[src/rtl/lcd_pkg.sv]
// Shared definitions for the HD44780 LCD sequencer: bus addresses, FSM
// states, the queued-entry layout and the power-on init command ROM.
package lcd_pkg;

    localparam logic [31:0] LCD_DATA_ADDR = 32'h0000_F000;
    localparam logic [31:0] LCD_CMD_ADDR  = 32'h0000_F001;
    localparam logic [31:0] LCD_STAT_ADDR = 32'h0000_F002;

    typedef enum logic [2:0] {
        ST_INIT_WAIT = 3'd0,
        ST_INIT_LOAD = 3'd1,
        ST_IDLE      = 3'd2,
        ST_SETUP     = 3'd3,
        ST_PULSE     = 3'd4,
        ST_HOLD      = 3'd5,
        ST_WAIT      = 3'd6
    } lcd_state_t;

    typedef struct packed {
        logic       rs;
        logic [7:0] data;
    } lcd_entry_t;

    // Function set 8-bit/2-line, display on, entry mode increment, clear.
    localparam int unsigned INIT_LEN = 4;
    localparam logic [3:0][7:0] INIT_ROM = {8'h01, 8'h06, 8'h0C, 8'h38};

    function automatic int unsigned max2(input int unsigned a, input int unsigned b);
        return (a > b) ? a : b;
    endfunction

    // Clear display (0x01) and return home (0x02/0x03) need the long wait.
    function automatic logic is_long_cmd(input lcd_entry_t e);
        return !e.rs && (e.data[7:2] == 6'b0);
    endfunction

endpackage

[src/rtl/lcd_fifo.sv]
// Small synchronous FIFO holding pending LCD writes. Head entry is visible
// on pop_data without a read latency; pushes while full are dropped.
module lcd_fifo
    import lcd_pkg::*;
#(
    parameter int unsigned DEPTH = 4
) (
    input  logic                       clk,
    input  logic                       rst,
    input  logic                       push,
    input  lcd_entry_t                 push_data,
    input  logic                       pop,
    output lcd_entry_t                 pop_data,
    output logic                       full,
    output logic                       empty,
    output logic [$clog2(DEPTH):0]     count
);

    localparam int unsigned AW = $clog2(DEPTH);

    lcd_entry_t       mem [DEPTH];
    logic [AW-1:0]    wr_ptr;
    logic [AW-1:0]    rd_ptr;
    logic [AW:0]      cnt;
    logic             push_ok;
    logic             pop_ok;

    // Acceptance is judged on the pre-pop occupancy, so a full FIFO drops a
    // push even when the same cycle pops.
    assign full    = (cnt == (AW + 1)'(DEPTH));
    assign empty   = (cnt == '0);
    assign count   = cnt;
    assign push_ok = push && !full;
    assign pop_ok  = pop && !empty;
    assign pop_data = mem[rd_ptr];

    // Storage array, written at the tail.
    always_ff @(posedge clk) begin
        if (push_ok) begin
            mem[wr_ptr] <= push_data;
        end
    end

    // Pointers wrap naturally; occupancy tracks push/pop balance.
    always_ff @(posedge clk) begin
        if (rst) begin
            wr_ptr <= '0;
            rd_ptr <= '0;
            cnt    <= '0;
        end else begin
            if (push_ok) begin
                wr_ptr <= wr_ptr + 1'b1;
            end
            if (pop_ok) begin
                rd_ptr <= rd_ptr + 1'b1;
            end
            case ({push_ok, pop_ok})
                2'b10:   cnt <= cnt + 1'b1;
                2'b01:   cnt <= cnt - 1'b1;
                default: cnt <= cnt;
            endcase
        end
    end

endmodule

[src/rtl/lcd_sequencer.sv]
// Memory-mapped HD44780 controller. CPU character/command writes are queued
// and replayed as timed RS/E/DATA cycles; the power-on init sequence runs
// first after every reset.
module lcd_sequencer
    import lcd_pkg::*;
#(
    parameter int unsigned FIFO_DEPTH = 4,
    parameter int unsigned T_SETUP    = 2,
    parameter int unsigned T_PULSE    = 12,
    parameter int unsigned T_HOLD     = 2,
    parameter int unsigned T_SHORT    = 2000,
    parameter int unsigned T_LONG     = 82000,
    parameter int unsigned T_POWERUP  = 750000
) (
    input  logic        clk,
    input  logic        rst,
    input  logic [31:0] addr,
    input  logic [15:0] write,
    input  logic        we,
    input  logic        re,
    output logic [15:0] read,
    output logic [10:0] lcdPins,
    output logic        busy
);

    localparam int unsigned CNT_MAX = max2(max2(max2(T_SETUP, T_PULSE), max2(T_HOLD, T_SHORT)),
                                           max2(T_LONG, T_POWERUP));
    localparam int unsigned CW = $clog2(CNT_MAX + 1);

    localparam logic [CW-1:0] SETUP_LD     = CW'(T_SETUP - 1);
    localparam logic [CW-1:0] PULSE_LD     = CW'(T_PULSE - 1);
    localparam logic [CW-1:0] HOLD_LD      = CW'(T_HOLD - 1);
    localparam logic [CW-1:0] SHORT_LD     = CW'(T_SHORT - 1);
    localparam logic [CW-1:0] LONG_LD      = CW'(T_LONG - 1);
    localparam logic [CW-1:0] POWERUP_LAST = CW'(T_POWERUP - 1);

    lcd_state_t                    state;
    logic [CW-1:0]                 cnt;
    lcd_entry_t                    cur;
    logic [2:0]                    init_idx;
    logic                          init_done;
    logic                          overflow;

    logic                          sel_data;
    logic                          sel_cmd;
    logic                          sel_stat;
    logic                          push;
    lcd_entry_t                    push_entry;
    logic                          pop;
    lcd_entry_t                    fifo_head;
    logic                          fifo_full;
    logic                          fifo_empty;
    logic [$clog2(FIFO_DEPTH):0]   fifo_count;
    logic                          unused_bits;

    assign sel_data   = we && (addr == LCD_DATA_ADDR);
    assign sel_cmd    = we && (addr == LCD_CMD_ADDR);
    assign sel_stat   = we && (addr == LCD_STAT_ADDR);
    assign push       = sel_data || sel_cmd;
    assign push_entry = '{rs: sel_data, data: write[7:0]};
    assign pop        = (state == ST_IDLE) && !fifo_empty;

    // re carries no side effects here; reads decode purely from addr.
    assign unused_bits = &{1'b0, re, write[15:8]};

    lcd_fifo #(
        .DEPTH (FIFO_DEPTH)
    ) u_fifo (
        .clk       (clk),
        .rst       (rst),
        .push      (push),
        .push_data (push_entry),
        .pop       (pop),
        .pop_data  (fifo_head),
        .full      (fifo_full),
        .empty     (fifo_empty),
        .count     (fifo_count)
    );

    // Sticky overflow: set by a dropped push, cleared by a status write.
    always_ff @(posedge clk) begin
        if (rst) begin
            overflow <= 1'b0;
        end else if (sel_stat) begin
            overflow <= 1'b0;
        end else if (push && fifo_full) begin
            overflow <= 1'b1;
        end
    end

    // Bus cycle sequencer. Timed states load cnt with N-1 on entry and exit
    // at zero. INIT_WAIT is entered from reset with cnt at 0, so it counts
    // up to T_POWERUP-1 instead; every other state counts down.
    always_ff @(posedge clk) begin
        if (rst) begin
            state     <= ST_INIT_WAIT;
            cnt       <= '0;
            cur       <= '0;
            init_idx  <= '0;
            init_done <= 1'b0;
        end else begin
            case (state)
                ST_INIT_WAIT: begin
                    if (cnt == POWERUP_LAST) begin
                        state <= ST_INIT_LOAD;
                        cnt   <= '0;
                    end else begin
                        cnt <= cnt + 1'b1;
                    end
                end
                ST_INIT_LOAD: begin
                    cur      <= '{rs: 1'b0, data: INIT_ROM[init_idx[1:0]]};
                    init_idx <= init_idx + 1'b1;
                    state    <= ST_SETUP;
                    cnt      <= SETUP_LD;
                end
                ST_IDLE: begin
                    if (!fifo_empty) begin
                        cur   <= fifo_head;
                        state <= ST_SETUP;
                        cnt   <= SETUP_LD;
                    end
                end
                ST_SETUP: begin
                    if (cnt == '0) begin
                        state <= ST_PULSE;
                        cnt   <= PULSE_LD;
                    end else begin
                        cnt <= cnt - 1'b1;
                    end
                end
                ST_PULSE: begin
                    if (cnt == '0) begin
                        state <= ST_HOLD;
                        cnt   <= HOLD_LD;
                    end else begin
                        cnt <= cnt - 1'b1;
                    end
                end
                ST_HOLD: begin
                    if (cnt == '0) begin
                        state <= ST_WAIT;
                        cnt   <= is_long_cmd(cur) ? LONG_LD : SHORT_LD;
                    end else begin
                        cnt <= cnt - 1'b1;
                    end
                end
                ST_WAIT: begin
                    if (cnt == '0) begin
                        if (init_done) begin
                            state <= ST_IDLE;
                        end else if (init_idx == 3'(INIT_LEN)) begin
                            init_done <= 1'b1;
                            state     <= ST_IDLE;
                        end else begin
                            state <= ST_INIT_LOAD;
                        end
                    end else begin
                        cnt <= cnt - 1'b1;
                    end
                end
                default: begin
                    state <= ST_IDLE;
                    cnt   <= '0;
                end
            endcase
        end
    end

    assign lcdPins = {(state == ST_PULSE), 1'b0, cur.rs, cur.data};
    assign busy    = (state != ST_IDLE) || (fifo_count != '0) || !init_done;
    assign read    = (addr == LCD_STAT_ADDR) ? {13'b0, overflow, fifo_full, busy} : '0;

endmodule

[config.mk]
export PLATFORM = sky130hd
export DESIGN_NAME = lcd_sequencer
export DESIGN_NICKNAME = d
export VERILOG_FILES = /design/src/rtl/lcd_pkg.sv /design/src/rtl/lcd_fifo.sv /design/src/rtl/lcd_sequencer.sv
export SDC_FILE = /design/constraint.sdc
export NUM_CORES = 1
export LEC_CHECK = 0
export BUFFER_PORTS_ARGS = -buffer_cell sky130_fd_sc_hd__buf_2
export CAP_MARGIN = 30
export CELL_PAD_IN_SITES_DETAIL_PLACEMENT = 2
export CELL_PAD_IN_SITES_GLOBAL_PLACEMENT = 2
export CORE_MARGIN = 2
export CORE_UTILIZATION = 32
export CTS_CLUSTER_DIAMETER = 30
export DETAILED_ROUTE_END_ITERATION = 8
export HOLD_SLACK_MARGIN = 0.03
export PLACE_DENSITY_LB_ADDON = 0.1
export RECOVER_POWER = 100
export SYNTH_ARGS = -nofsm -noshare
export SYNTH_HDL_FRONTEND = slang
export SYNTH_SLANG_ARGS = --single-unit
[constraint.sdc]
create_clock -name clk -period 3 [get_ports clk]
set_input_delay 0.9 -clock clk [delete_from_list [all_inputs] [get_ports clk]]
set_output_delay 0.9 -clock clk [all_outputs]
set_load 0.01 [all_outputs]
Word level (Yosys, flattened, before mapping)
Memories as Yosys holds them, arrays and structs flattened. A register that Yosys moved wholly into a read port is not among the register bits.
Cells that the tools add are included.
Widths: inputs -> output; s select.
- memories: 1
- latch bits: 0
- ROM bits: 0
- bits in registers: 44
- memory bits (writable): 36
- logic and storage cells: 97
- input port bits: 52
- multipliers: 0
- div/mod/pow operators: 0
- reductions and logical operators: 27
- bitwise operators: 0
- add/subtract/negate cells: 7
- eq/ne operators: 22
- muxes and demuxes: 29
- $lt $le $gt $ge: 1
- shift operators: 0
- memories (name ; words ; width ; read ports ; clocked after Yosys merged registers in ; write ports ; line ; text):
    u_fifo.mem ; 4 ; 9 ; 1 ; 1 ; 1 ; lcd_fifo.sv:21 ; lcd_entry_t mem [DEPTH];
- operators by type and width (kind ; number):
    $pmux 20 s7 ; 1
    $mux 20 ; 6
    $eq 32x16->1 const B ; 3
    $mux 3 ; 7
    $pmux 3 s7 ; 1
    $add 20x1->20 const B ; 1
    $eq 20x20->1 const B ; 1
    $logic_not 20->1 ; 1
    $sub 20x1->20 const B ; 1
    $pmux 9 s2 ; 1
    $mux 17 ; 1
    $bmux 8 s2 ; 1
    $eq 3x3->1 const B ; 5
    $ne 2x2->1 const B ; 6
    $mux 9 ; 1
    $logic_and 1x1->1 ; 8
    $mux 2 ; 4
    $mux 8 ; 1
    $add 3x1->3 const B ; 2
    $eq 3x2->1 const B ; 2
    $logic_not 3->1 ; 2
    $logic_not 6->1 ; 1
    $pmux 3 s2 ; 1
    $reduce_and 2->1 ; 3
    other kinds (15) ; 25

Longest topological paths before layout
- word-level depth: 6
- mapped depth: 11

Cells and area by module
From an unflattened synthesis, not the netlist that was laid out.
- cells, all modules: 531
- area total of the unflattened synthesis: 5014.8 um^2
- modules (own cells, without submodules) (module ; cells an instance ; instances ; area an instance (um^2) ; sequential area each (um^2)):
    lcd_sequencer ; 430 ; 1 ; 3236.9 ; 740.7
    lcd_fifo ; 101 ; 1 ; 1778.0 ; 1261.2

Worst setup path before layout
No wires, ideal clock.
- path type: input port to flip-flop
- from: input port addr[9]
- to: register u_fifo.cnt[2], in the netlist u_fifo.count[2]
- setup time: 70 ps
- setup slack: -58 ps
- arrival: 2988 ps
- data required time: 2930 ps
- stages on the path: 11
- cells stage by stage: or4_1 -> nor2_1 -> nand4bb_1 -> a21oi_1 -> inv_1 -> ha_1 -> inv_1 -> fa_1 -> xor2_1 -> or3_1 -> a21oi_1
- longest elaborated chain between the ends: 6
- ends and longest elaborated chain (item ; line ; text):
    start, declared ; lcd_sequencer.sv:17 ; input logic [31:0] addr,
    $eq 32x16->1, on equally long branches ; lcd_sequencer.sv:56, lcd_sequencer.sv:57 ;
    $logic_and 1x1->1, on equally long branches ; lcd_sequencer.sv:56, lcd_sequencer.sv:57 ;
    $logic_or 1x1->1 * ; lcd_sequencer.sv:59 ; assign push = sel_data || sel_cmd;
    $logic_and 1x1->1 * ; lcd_fifo.sv:33 ; assign push_ok = push && !full;
    $eq 2x1->1 / $eq 2x2->1 (equally long branches) ; lcd_fifo.sv:57 ; case ({push_ok, pop_ok})
    $pmux 3 s2 / $reduce_bool 2->1 (equally long branches) ; -- ;
    end signal, assigned ; lcd_fifo.sv:58 ; 2'b10: cnt <= cnt + 1'b1;
    end signal, assigned ; lcd_fifo.sv:59 ; 2'b01: cnt <= cnt - 1'b1;
    end signal, assigned ; lcd_fifo.sv:60 ; default: cnt <= cnt;
    end, declared ; lcd_fifo.sv:24 ; logic [AW:0] cnt;
Mark *: on every way between the ends. The rest lies on a longest branch, timed or not.
A chain may end at the register's enable or synchronous reset.

Worst setup path after layout
- from: input port addr[17]
- to: output port read[1]
- longest elaborated chain between the ends: 2
- ends and longest elaborated chain (item ; line ; text):
    $eq 32x16->1 ; lcd_sequencer.sv:172 ; assign read = (addr == LCD_STAT_ADDR) ? {13'b0, overflow, fifo_full, busy} : '0;
    $mux 3 ; lcd_sequencer.sv:172 ;
    end, declared ; lcd_sequencer.sv:21 ; output logic [15:0] read,
No other way between the ends.

==> reports/qor.yml <==
drt_iter0_drc: 111
violations: "negative setup slack"
io_pins: 80
gp_congestion: 0.789
final_layout_size_suffix_gt1_share_pct: 21.0
final_area_mm2: 0.00555
synth_ff_type: "dfxtp_1"
hold_depth: 2
fin_crit_sh_pct: 109
synthCells: 489
clk_pin_slew_ns: 0.07
drv_slew: 0
crit_required_ns: 2.10
avgSynthCellArea_um2: 9.51
core_area_mm2: 0.0144
fmaxAchievable_mhz: 306
synthesis.area_mm2: 0.00465
avgRoutedWirePerCell_um: 19.1
reg2regPathDepth: 8
rsz0062_at_grt: "yes"
grtUsageTotal_pct: 19.1
postPlaceCellArea_mm2: 0.00532
die_w_um: 125
placed_cells: 734
endpoint_kind: "output pin"
worstHoldStart: "lcdPins[1]"
wirelength_um: 14300
r2r_start: "cnt[1]"
regToRegEndpoint: "cnt[9]"
grt.overflow.total: 0
r2r_slack_ns: -0.01
antenna_found_initial: 0
nets: 626
outcome: "finished, violations left"
max-slew-margin-rel_pct: 49.1
portBuffers: 56
skew_ns: 0.00791
path_class: "primary input to output pin"
viasPerCell: 5.34
holdPathEnd: "lcdPins[1]"
start_util_pct: 32.4
setup_slack_ns: -0.266
numCtsBuffers: 9
yosysWarnings: 0
clock-root-buffer: "clkbuf_16"
grt_pass1_wl_um: 23500
p_leak_uw: 0.00205
power_uw: 5080
die-area_mm2: 0.0155
dpl.hpwl_um: 10900
syn_to_final_growth_pct: 19.3
h-tree-depth: 3
period_minus_slack_ns: 3.27
drv_cap: 0
drtPass1Iterations: 4
setup_viol: 5
synth-seq-area-share_pct: 43.0
antenna_cells: 0
whs_ns: 0.503
p_per_area_mw_per_mm2: 916
ys_ff_latch: 82
async_flop_share_pct: 0
synth_cell_types: 68
arrival_ns: 2.37
n_fill_cell: 1617
hold_path_class: "flop to flop"
rows: 44
final_hold_viol_count: 0
setup_tns_ns: -0.744
tritoncts: "yes"
clockBufferDepth: 2
crit_fanout: 4
remaining_drc_errors: 0
grt_max_degree: 35
grt_pass1_vias: 4322
start_kind: "primary input"
postRouteAntennaNets: 0
cts.sinks: 82
ir_drop_v: 0.000447
die_y_um: 125
synth_enable_flop_cells: 36
tightest_slew_ns: 0.763
insertion_delay_ns: 0.35
via_count: 4016
final_cells: 752
-- layout make-up --
| type | instances | area [um^2] | share of cell area, % |
|---|---|---|---|
| clock inverters | 6 | 48.8 | 0.879 |
| repair buffers | 95 | 548 | 9.87 |
| inverters | 17 | 63.8 | 1.15 |
| clock buffers | 10 | 229 | 4.13 |
| flip-flops and latches | 82 | 2000 | 36.1 |
| well taps | 184 | 230 | 4.15 |
| multi-input cells | 358 | 2430 | 43.8 |
-- how the worst max path moves through the flow --
stage,start,end,depth (start not counted)
after global routing,addr[17],read[1],6
after floorplan,addr[9],u_fifo.count[2],11
after CTS,addr[17],read[1],6
after detailed placement,addr[3],read[1],7
final,addr[17],read[1],6
after global placement,addr[25],read[1],7
-- Yosys cell counts, types with 3 or more instances --
cell,instances,area [um^2]
o221ai_1,3,26.3
o31a_1,3,26.3
nor3_1,12,60.1
mux2i_1,4,40.0
o32ai_1,3,26.3
inv_1,17,63.8
nand2_1,40,150
nand3_1,17,85.1
mux4_2,9,203
and2_1,7,43.8
a21oi_1,21,105
buf_4,14,105
or4_1,7,52.6
and3_1,3,18.8
xor2_1,13,114
ha_1,10,125
or2_2,4,25.0
nand2b_1,3,18.8
edfxtp_1,36,1080
or3_1,7,43.8
clkbuf_1,22,82.6
nor4_1,10,62.6
a311oi_1,6,52.6
dfxtp_1,46,921
o22ai_1,7,43.8
nand4_1,8,50.1
a22o_1,7,61.3
buf_2,6,30.0
nor2_1,54,203
nor2b_1,4,25.0
o21ai_0,21,105
xnor2_1,9,78.8
o211ai_1,3,22.5
a211oi_1,4,30.0
a32o_1,4,40.0
a31oi_1,3,18.8
-- layout by cell type, fill, tap and decap left out, types with 4 or more instances in the layout --
master / n
clkbuf_1: 23
and2_0: 4
mux4_2: 9
a21oi_1: 20
dfxtp_1: 46
nor4_1: 8
a311oi_1: 6
nand4_1: 8
nor2b_1: 4
inv_1: 17
clkbuf_16: 9
a32o_1: 4
mux2i_1: 4
clkbuf_2: 6
a211oi_1: 4
nand2_1: 40
buf_2: 35
xnor2_1: 9
or2_2: 4
o21ai_0: 21
nand3_1: 17
or4_1: 7
buf_4: 28
nor2_1: 54
xor2_1: 13
a22o_1: 7
conb_1: 14
or3_1: 7
nor3_1: 12
o22ai_1: 7
ha_1: 10
edfxtp_1: 36
-- cells by family (layout without fill, tap and decap cells) --
family	Yosys count	after routing	synth area share, %
AO/OA/AOI/OAI	105	105	15.9
XOR/XNOR	22	22	4.14
adder cells (fa/ha/maj)	11	11	3.12
buffers and inverters	62	128	6.62
flip-flops	82	82	43.0
multiplexers	13	13	5.22
other	1	14	0.0806
AND/OR/NAND/NOR	193	193	21.8
-- metal layers --
metal | wire length (um) | vias up | track usage (%)
li1 | - | 1927 | -
met1 | 6130 | 2017 | 22.5
met2 | 7620 | 53 | 35.2
met3 | 362 | 19 | 3.39
met4 | 224 | 0 | 6.08
met5 | 0 | - | 0
-- where the power goes --
group	internal [uW]	total, uW	switching (uW)
Clock	572	1070	501
Sequential	1300	1470	163
Combinational	952	2540	1590
-- flip-flops by register name, summed over array words and instances, names as in the netlist, 2 cells and up, named ones only --
signal,cells
u_fifo.mem,36
cnt,20
lcdPins,9
init_idx,3
state,3
u_fifo.count,3
u_fifo.rd_ptr,2
u_fifo.wr_ptr,2
-- per-stage QoR --
| step | setup slack (ns) | util, % |
|---|---|---|
| final | -0.266 | 38.6 |
| after CTS | -0.279 | 39.2 |
| after detailed placement | -0.314 | 37.0 |
| after global routing | -0.332 | 38.6 |
| after floorplan | 0.0306 | - |
| after global placement | -0.302 | 37.0 |
-- worst max-delay path: stages --
cell	delay, ns
buf_6	0.09
or4_4	0.55
nor4_4	0.30
and3b_2	0.24
and3_4	0.19
buf_6	0.09
-- what timing repair did --
item / in CTS / in global routing
setup endpoints to repair: 3 / 4
hold endpoints to repair: 0 / 0
setup buffers: 1 / 1
gates resized for setup: 5 / 2
hold buffers: 0 / 0
pin swaps: 3 / 2
(Power assumes the default switching activity.)
